[config.mk]
export PLATFORM = sky130hd
export DESIGN_NAME = ram_sp_arbiter_flat
export DESIGN_NICKNAME = d
export VERILOG_FILES = /design/src/rtl/ram_sp_arbiter_if.sv /design/src/rtl/ram_sp_arbiter.sv /design/src/flat_wrapper.sv
export SDC_FILE = /design/constraint.sdc
export NUM_CORES = 1
export LEC_CHECK = 0
export CELL_PAD_IN_SITES_DETAIL_PLACEMENT = 1
export CELL_PAD_IN_SITES_GLOBAL_PLACEMENT = 1
export CORE_MARGIN = 2
export CORE_UTILIZATION = 12
export CTS_BUF_LIST = sky130_fd_sc_hd__clkbuf_4
export DETAILED_ROUTE_END_ITERATION = 10
export HOLD_SLACK_MARGIN = 0.02
export PLACE_DENSITY_LB_ADDON = 0.1
export SLEW_MARGIN = 30
export SYNTH_ARGS = -nofsm -noshare
export SYNTH_HDL_FRONTEND = slang
export SYNTH_SLANG_ARGS = --single-unit
[constraint.sdc]
create_clock -name clock -period 1.9 [get_ports clock]
set_input_delay 0.19 -clock clock [delete_from_list [all_inputs] [get_ports clock]]
set_output_delay 0.19 -clock clock [all_outputs]
set_load 0.03 [all_outputs]
[src/rtl/ram_sp_arbiter_if.sv]
// Requester-side bus of the RAM arbiter: per-requester command channels
// (valid/ready/wen/lock/addr/din) and the shared read-response group.
interface ram_sp_arbiter_if #(
   parameter int NUM_REQ    = 2,
   parameter int DATA_WIDTH = 32,
   parameter int ADDR_WIDTH = 4
);
   logic [NUM_REQ-1:0]            req_valid;
   logic [NUM_REQ-1:0]            req_ready;
   logic [NUM_REQ-1:0]            req_wen;
   logic [NUM_REQ-1:0]            req_lock;
   logic [NUM_REQ*ADDR_WIDTH-1:0] req_addr;
   logic [NUM_REQ*DATA_WIDTH-1:0] req_din;
   logic [NUM_REQ-1:0]            rsp_valid;
   logic [DATA_WIDTH-1:0]         rsp_data;

   // requesters drive commands and receive ready/response
   modport master (
      output req_valid, req_wen, req_lock, req_addr, req_din,
      input  req_ready, rsp_valid, rsp_data
   );

   // the arbiter accepts commands and returns ready/response
   modport slave (
      input  req_valid, req_wen, req_lock, req_addr, req_din,
      output req_ready, rsp_valid, rsp_data
   );
endinterface

[src/rtl/ram_sp_arbiter.sv]
// Round-robin arbiter in front of a single-port synchronous RAM.
// One beat is granted per cycle; a granted requester may lock the RAM for
// following beats. Reads return a one-cycle rsp_valid pulse to the owner,
// with rsp_data passed straight through from the RAM output.
module ram_sp_arbiter #(
   parameter int NUM_REQ    = 2,
   parameter int DATA_WIDTH = 32,
   parameter int DEPTH      = 16
) (
   input  logic                         clock,
   input  logic                         rst_n,
   ram_sp_arbiter_if.slave              bus,
   output logic                         ram_cen,
   output logic                         ram_wen,
   output logic [$clog2(DEPTH)-1:0]     ram_addr,
   output logic [DATA_WIDTH-1:0]        ram_din,
   input  logic [DATA_WIDTH-1:0]        ram_dout
);
   localparam int ADDR_WIDTH = $clog2(DEPTH);
   localparam int IDX_WIDTH  = (NUM_REQ > 1) ? $clog2(NUM_REQ) : 1;

   logic [IDX_WIDTH-1:0] rr_ptr_q,    rr_ptr_d;
   logic                 lock_vld_q,  lock_vld_d;
   logic [IDX_WIDTH-1:0] lock_idx_q,  lock_idx_d;
   logic [NUM_REQ-1:0]   rsp_valid_q, rsp_valid_d;

   logic                 grant_vld_s;
   logic [IDX_WIDTH-1:0] grant_idx_s;

   // (base + step) mod NUM_REQ; with NUM_REQ=1 this is always 0
   function automatic logic [IDX_WIDTH-1:0] idx_add(
      input logic [IDX_WIDTH-1:0] base,
      input logic [31:0]          step
   );
      logic [31:0] sum_v;
      sum_v = 32'(base) + step;
      sum_v = sum_v % 32'(NUM_REQ);
      return sum_v[IDX_WIDTH-1:0];
   endfunction

   // Grant selection: a still-valid lock owner wins, else first valid from rr_ptr
   always_comb begin
      grant_vld_s = 1'b0;
      grant_idx_s = {IDX_WIDTH{1'b0}};
      if (lock_vld_q && bus.req_valid[lock_idx_q]) begin
         grant_vld_s = 1'b1;
         grant_idx_s = lock_idx_q;
      end else begin
         for (int k = NUM_REQ - 1; k >= 0; k--) begin
            // scanning backwards so the closest-to-rr_ptr candidate is written last
            if (bus.req_valid[idx_add(rr_ptr_q, 32'(k))]) begin
               grant_vld_s = 1'b1;
               grant_idx_s = idx_add(rr_ptr_q, 32'(k));
            end else begin
               grant_vld_s = grant_vld_s;
            end
         end
      end
   end

   // Next state: pointer advance, lock capture/release, read response pulse
   always_comb begin
      rr_ptr_d    = rr_ptr_q;
      lock_vld_d  = 1'b0;
      lock_idx_d  = lock_idx_q;
      rsp_valid_d = {NUM_REQ{1'b0}};
      if (grant_vld_s) begin
         rr_ptr_d   = idx_add(grant_idx_s, 32'd1);
         lock_vld_d = bus.req_lock[grant_idx_s];
         lock_idx_d = grant_idx_s;
         if (!bus.req_wen[grant_idx_s]) begin
            rsp_valid_d[grant_idx_s] = 1'b1;
         end else begin
            rsp_valid_d = {NUM_REQ{1'b0}};
         end
      end else begin
         // no grant means the lock owner (if any) has withdrawn its request
         lock_vld_d = 1'b0;
      end
   end

   // State registers; a read in flight at reset loses its response pulse
   always_ff @(posedge clock or negedge rst_n) begin
      if (!rst_n) begin
         rr_ptr_q    <= {IDX_WIDTH{1'b0}};
         lock_vld_q  <= 1'b0;
         lock_idx_q  <= {IDX_WIDTH{1'b0}};
         rsp_valid_q <= {NUM_REQ{1'b0}};
      end else begin
         rr_ptr_q    <= rr_ptr_d;
         lock_vld_q  <= lock_vld_d;
         lock_idx_q  <= lock_idx_d;
         rsp_valid_q <= rsp_valid_d;
      end
   end

   // RAM drive and ready: address/data always come from the selected slice
   always_comb begin
      ram_cen  = grant_vld_s;
      ram_wen  = grant_vld_s & bus.req_wen[grant_idx_s];
      ram_addr = bus.req_addr[32'(grant_idx_s) * ADDR_WIDTH +: ADDR_WIDTH];
      ram_din  = bus.req_din[32'(grant_idx_s) * DATA_WIDTH +: DATA_WIDTH];
      for (int i = 0; i < NUM_REQ; i++) begin
         bus.req_ready[i] = grant_vld_s && (grant_idx_s == IDX_WIDTH'(i));
      end
   end

   assign bus.rsp_valid = rsp_valid_q;
   assign bus.rsp_data  = ram_dout;

endmodule

[src/flat_wrapper.sv]
// flat-port wrapper written by rule: the top's interface ports become plain ports
module ram_sp_arbiter_flat 
#(
   parameter int NUM_REQ    = 2,
   parameter int DATA_WIDTH = 32,
   parameter int DEPTH      = 16
)
  (clock, rst_n, ram_cen, ram_wen, ram_addr, ram_din, ram_dout, bus_req_valid, bus_req_wen, bus_req_lock, bus_req_addr, bus_req_din, bus_req_ready, bus_rsp_valid, bus_rsp_data);
  ram_sp_arbiter_if #(.NUM_REQ(NUM_REQ), .DATA_WIDTH(DATA_WIDTH), .ADDR_WIDTH(($clog2(DEPTH)))) bus_i ();
  input  logic clock;
  input  logic rst_n;
  output logic ram_cen;
  output logic ram_wen;
  output logic [$clog2(DEPTH)-1:0] ram_addr;
  output logic [DATA_WIDTH-1:0] ram_din;
  input  logic [DATA_WIDTH-1:0] ram_dout;
  input wire logic [$bits(bus_i.req_valid)-1:0] bus_req_valid;
  input wire logic [$bits(bus_i.req_wen)-1:0] bus_req_wen;
  input wire logic [$bits(bus_i.req_lock)-1:0] bus_req_lock;
  input wire logic [$bits(bus_i.req_addr)-1:0] bus_req_addr;
  input wire logic [$bits(bus_i.req_din)-1:0] bus_req_din;
  output wire logic [$bits(bus_i.req_ready)-1:0] bus_req_ready;
  output wire logic [$bits(bus_i.rsp_valid)-1:0] bus_rsp_valid;
  output wire logic [$bits(bus_i.rsp_data)-1:0] bus_rsp_data;
  assign bus_i.req_valid = bus_req_valid;
  assign bus_i.req_wen = bus_req_wen;
  assign bus_i.req_lock = bus_req_lock;
  assign bus_i.req_addr = bus_req_addr;
  assign bus_i.req_din = bus_req_din;
  assign bus_req_ready = bus_i.req_ready;
  assign bus_rsp_valid = bus_i.rsp_valid;
  assign bus_rsp_data = bus_i.rsp_data;
  ram_sp_arbiter #(.NUM_REQ(NUM_REQ), .DATA_WIDTH(DATA_WIDTH), .DEPTH(DEPTH)) u_core (.clock(clock), .rst_n(rst_n), .bus(bus_i), .ram_cen(ram_cen), .ram_wen(ram_wen), .ram_addr(ram_addr), .ram_din(ram_din), .ram_dout(ram_dout));
endmodule
==> impl_results.html <==
<table>
<tr><th>Metric</th><th>Value</th></tr>
<tr><th colspan="2">Run status</th></tr>
<tr><td>Status</td><td>complete, but fails checks</td></tr>
<tr><td>Violated checks</td><td>negative setup slack</td></tr>
<tr><th colspan="2">Worst setup path</th></tr>
<tr><td>Top fanout value on the critical path</td><td>6</td></tr>
<tr><td>Element type at the critical path end</td><td>primary output</td></tr>
<tr><td>Register-to-register setup slack</td><td>~0.26 ns</td></tr>
<tr><td>Data required, critical path</td><td>approximately 1.7 ns</td></tr>
<tr><td>Data arrival time at the worst-slack endpoint</td><td>1.88 ns</td></tr>
<tr><td>CP startpoint kind</td><td>flip-flop</td></tr>
<tr><td>Critical path type</td><td>flip-flop to primary output</td></tr>
<tr><th colspan="2">Power</th></tr>
<tr><td>Worst supply voltage drop on vdd</td><td>around 360 µV</td></tr>
<tr><td>Cell Pwr Density</td><td>about 470 nW/µm²</td></tr>
<tr><td>Leakage power summed over all cells</td><td>between 0.001 and 0.0015 µW</td></tr>
<tr><td>Power after layout</td><td>roughly 1200 µW</td></tr>
<tr><th colspan="2">Routing</th></tr>
<tr><td>Number of DRC violations after detailed routing</td><td>0</td></tr>
<tr><td>Vias per Instance</td><td>between 3 and 4</td></tr>
<tr><td>Routed wire length</td><td>between 4000 and 5000 µm</td></tr>
<tr><td>Number of nets with antenna violations after routing</td><td>0</td></tr>
<tr><td>Initial drt markers</td><td>11</td></tr>
<tr><td>DR vias</td><td>around 1100</td></tr>
<tr><td>Average wire length per cell after detail routing</td><td>roughly 14 µm</td></tr>
<tr><td>TritonRoute pass-1 iters</td><td>3</td></tr>
<tr><th colspan="2">Synth</th></tr>
<tr><td>Sequential cell area fraction in the yosys report</td><td>0.125</td></tr>
<tr><td>Mean instance size in the synthesized netlist</td><td>around 11 µm²</td></tr>
<tr><td>Number of distinct standard cells referenced by the synthesized netlist</td><td>14</td></tr>
<tr><td>Flip-flop and latch count after synthesis</td><td>5</td></tr>
<tr><td>Syn nets</td><td>204</td></tr>
<tr><td>Warnings from Yosys</td><td>0</td></tr>
<tr><td>Post-synthesis cell count</td><td>a little over 90</td></tr>
<tr><td>Netlist Area Pre-Place</td><td>around 1000 µm²</td></tr>
<tr><th colspan="2">Clock network</th></tr>
<tr><td>Buffers from clock root to sink, at most</td><td>2</td></tr>
<tr><td>Clock root buffer master</td><td>clkbuf_4</td></tr>
<tr><td>CTS Sinks</td><td>5</td></tr>
<tr><td>Number of buffers created by CTS</td><td>3</td></tr>
<tr><td>Count of hold buffers inserted by post-cts repair</td><td>0</td></tr>
<tr><td>CTS tree</td><td>built</td></tr>
<tr><td>Clock transition at the registers of the reported paths</td><td>roughly 0.040 ns</td></tr>
<tr><td>Clk_lat worst skew</td><td>about 0.25 ns</td></tr>
<tr><td>Number of H-tree branching levels</td><td>1</td></tr>
<tr><th colspan="2">Placed design</th></tr>
<tr><td>Last weighted congestion value of the routability-driven placer</td><td>~0.68</td></tr>
<tr><td>Worst Setup Slack post-DPL</td><td>-0.373 ns</td></tr>
<tr><td>HPWL after detailed placement</td><td>about 3700 µm</td></tr>
<tr><td>Count of port buffers added during placement</td><td>around 120</td></tr>
<tr><th colspan="2">Floorplan</th></tr>
<tr><td>Number of core rows</td><td>33</td></tr>
<tr><td>Area of the core</td><td>8130 µm²</td></tr>
<tr><td>Die width</td><td>approximately 95 µm</td></tr>
<tr><td>Area of the die</td><td>approximately 9100 µm²</td></tr>
<tr><td>Die span in y</td><td>95.3 µm</td></tr>
<tr><td>Initial cell density of the core</td><td>0.123</td></tr>
<tr><td>Total I/O pin count</td><td>between 150 and 200</td></tr>
<tr><th colspan="2">Cells and area</th></tr>
<tr><td>Count of antenna diodes in the layout</td><td>0</td></tr>
<tr><td>Share of cells above drive strength 1</td><td>0.522</td></tr>
<tr><td>Filler Cells Inserted</td><td>between 900 and 1000</td></tr>
<tr><td>Number of nets at the end of the flow</td><td>roughly 320</td></tr>
<tr><td>Syn-to-layout area delta</td><td>144%</td></tr>
<tr><th colspan="2">Global route</th></tr>
<tr><td>Number of antenna violations at the first check in global routing</td><td>0</td></tr>
<tr><td>Global routing met2 resource utilization</td><td>0.173</td></tr>
<tr><td>First-pass GRT wire length</td><td>about 6000 µm</td></tr>
<tr><td>Combined global-route utilization of all metal layers</td><td>0.0869</td></tr>
<tr><td>Number of global-route vias before repair</td><td>about 1200</td></tr>
<tr><td>Final global-route overflow total</td><td>0</td></tr>
<tr><td>Maximum number of pins on one net before global-route repair</td><td>10</td></tr>
<tr><td>Met1 track demand over resource in global routing</td><td>0.0823</td></tr>
<tr><td>Highest-utilization routing layer at the global route stage</td><td>met2</td></tr>
<tr><td>Met3 capacity usage during global routing</td><td>0.0308</td></tr>
<tr><th colspan="2">Timing</th></tr>
<tr><td>Post-layout minimum cycle time</td><td>roughly 2.1 ns</td></tr>
<tr><td>Fmax</td><td>roughly 0.48 GHz</td></tr>
<tr><td>Worst Clk Skew</td><td>around 0.0033 ns</td></tr>
<tr><td>Actual slew at the worst max-slew pin</td><td>0.339 ns</td></tr>
<tr><td>Setup TNS Final</td><td>-4.85 ns</td></tr>
<tr><td>RSZ-0062 raised after global routing</td><td>true</td></tr>
<tr><td>Pins Over Slew Limit</td><td>0</td></tr>
<tr><td>PnR worst setup slack</td><td>-0.168 ns</td></tr>
<tr><td>Hold Fails Final Rpt</td><td>0</td></tr>
<tr><td>Final clock period utilization by the worst path</td><td>1.09</td></tr>
<tr><td>Number of failing setup endpoints in the final timing report</td><td>37</td></tr>
<tr><td>Remaining max-slew budget at the tightest pin</td><td>0.773</td></tr>
<tr><th colspan="2">Worst hold path</th></tr>
<tr><td>Worst hold path type</td><td>input pin to asynchronous set/reset pin</td></tr>
<tr><th colspan="2">Run</th></tr>
<tr><td>Max_cap viols</td><td>0</td></tr>
</table>
layer usage:
| metal | vias to the layer above | part of all wire |
|---|---|---|
| li1 | 505 | - |
| met1 | 521 | 0.31 |
| met2 | 76 | 0.55 |
| met3 | 18 | 0.12 |
| met4 | 0 | 0.018 |
| met5 | - | 0 |
synthesized netlist by cell type, drive strengths merged:
cell   instances  area [µm²]
mux2          37         492
inv            3        11.3
o21ai          1        16.3
dfrtp          5         125
a21oi          3        15.0
buf           36         299
a22o           2        17.5
nor2b          1        6.26
nor2           3        11.3
or2            1        6.26
critical path: stages, from the launching register on:
cell       delay [ns]
dfrtp_1          0.37
mux2_4           0.32
o21ai_4          0.16
buf_6            0.18
clkbuf_16        0.16
mux2_4           0.30
buf_6            0.14
logic make-up (layout without fill, tap and decap cells):
family,Yosys count,after routing,share of synthesized area
AND/OR/NAND/NOR,5,5,0.0238
flip-flops,5,5,0.125
buffers and inverters,39,150,0.310
AO/OA/AOI/OAI,6,6,0.0488
multiplexers,37,37,0.492
power by group:
part / leakage, µW / switching (µW) / internal, µW
clock network: 0.0000184 / 46.5 / 93.8
logic: 0.00104 / 364 / 528
registers: 0.0000620 / 5.24 / 117
final cells by class:
cell class | count | area, µm² | area share
inverters | 3 | 11.3 | 0.00462
multi-input cells | 48 | 617 | 0.253
clock buffers | 4 | 30.0 | 0.0123
flip-flops and latches | 5 | 125 | 0.0513
repair buffers | 143 | 1530 | 0.625
well taps | 105 | 131 | 0.0538
what timing repair did:
item	in CTS	in global routing
gates cloned	1	1
resized for setup	141	17
setup buffers	6	0
hold endpoints to repair	0	0
setup endpoints to repair	39	38
registers in the layout, indices dropped and copies added, names as in the netlist:
| signal | count |
|---|---|
| u_core.lock_idx_q | 1 |
| u_core.bus.rsp_valid | 2 |
| u_core.lock_vld_q | 1 |
| u_core.rr_ptr_q | 1 |
worst paths after layout:
| path | to | start | cells after the start |
|---|---|---|---|
| setup / recovery | ram_din[29] | u_core.lock_vld_q | 6 |
| hold reg to reg | u_core.lock_idx_q | u_core.lock_idx_q | 3 |
| max in group asynchronous | u_core.rr_ptr_q | rst_n | 1 |
| hold / removal | u_core.bus.rsp_valid[0] | rst_n | 1 |
| min in group clock | bus_rsp_data[11] | ram_dout[11] | 0 |
| setup reg to reg | u_core.lock_vld_q | u_core.lock_vld_q | 7 |
per-stage QoR:
stage | cells | hold WS [ns] | instance area [µm²] | utilization
3_5_place_dp | 296 | 0.380 | 2100 | 0.259
5_1_grt | 308 | 0.180 | 2440 | 0.300
6_report | 308 | 0.166 | 2440 | 0.300
3_3_place_gp | 296 | 0.380 | 2100 | 0.259
2_1_floorplan | 92 | -0.106 | 1000 | -
4_1_cts | 307 | 0.169 | 2370 | 0.291
cell usage in the layout, fill, tap and decap left out, drive strengths merged:
| master | netlist | layout |
|---|---|---|
| a21oi | 3 | 3 |
| a22o | 2 | 2 |
| buf | 36 | 60 |
| clkbuf | 0 | 5 |
| clkdlybuf4s50 | 0 | 81 |
| dfrtp | 5 | 5 |
| dlygate4sd2 | 0 | 1 |
| inv | 3 | 3 |
| mux2 | 37 | 37 |
| nor2 | 3 | 3 |
| nor2b | 1 | 1 |
| o21ai | 1 | 1 |
| or2 | 1 | 1 |
Note: power is estimated with default switching activity, not from simulation.
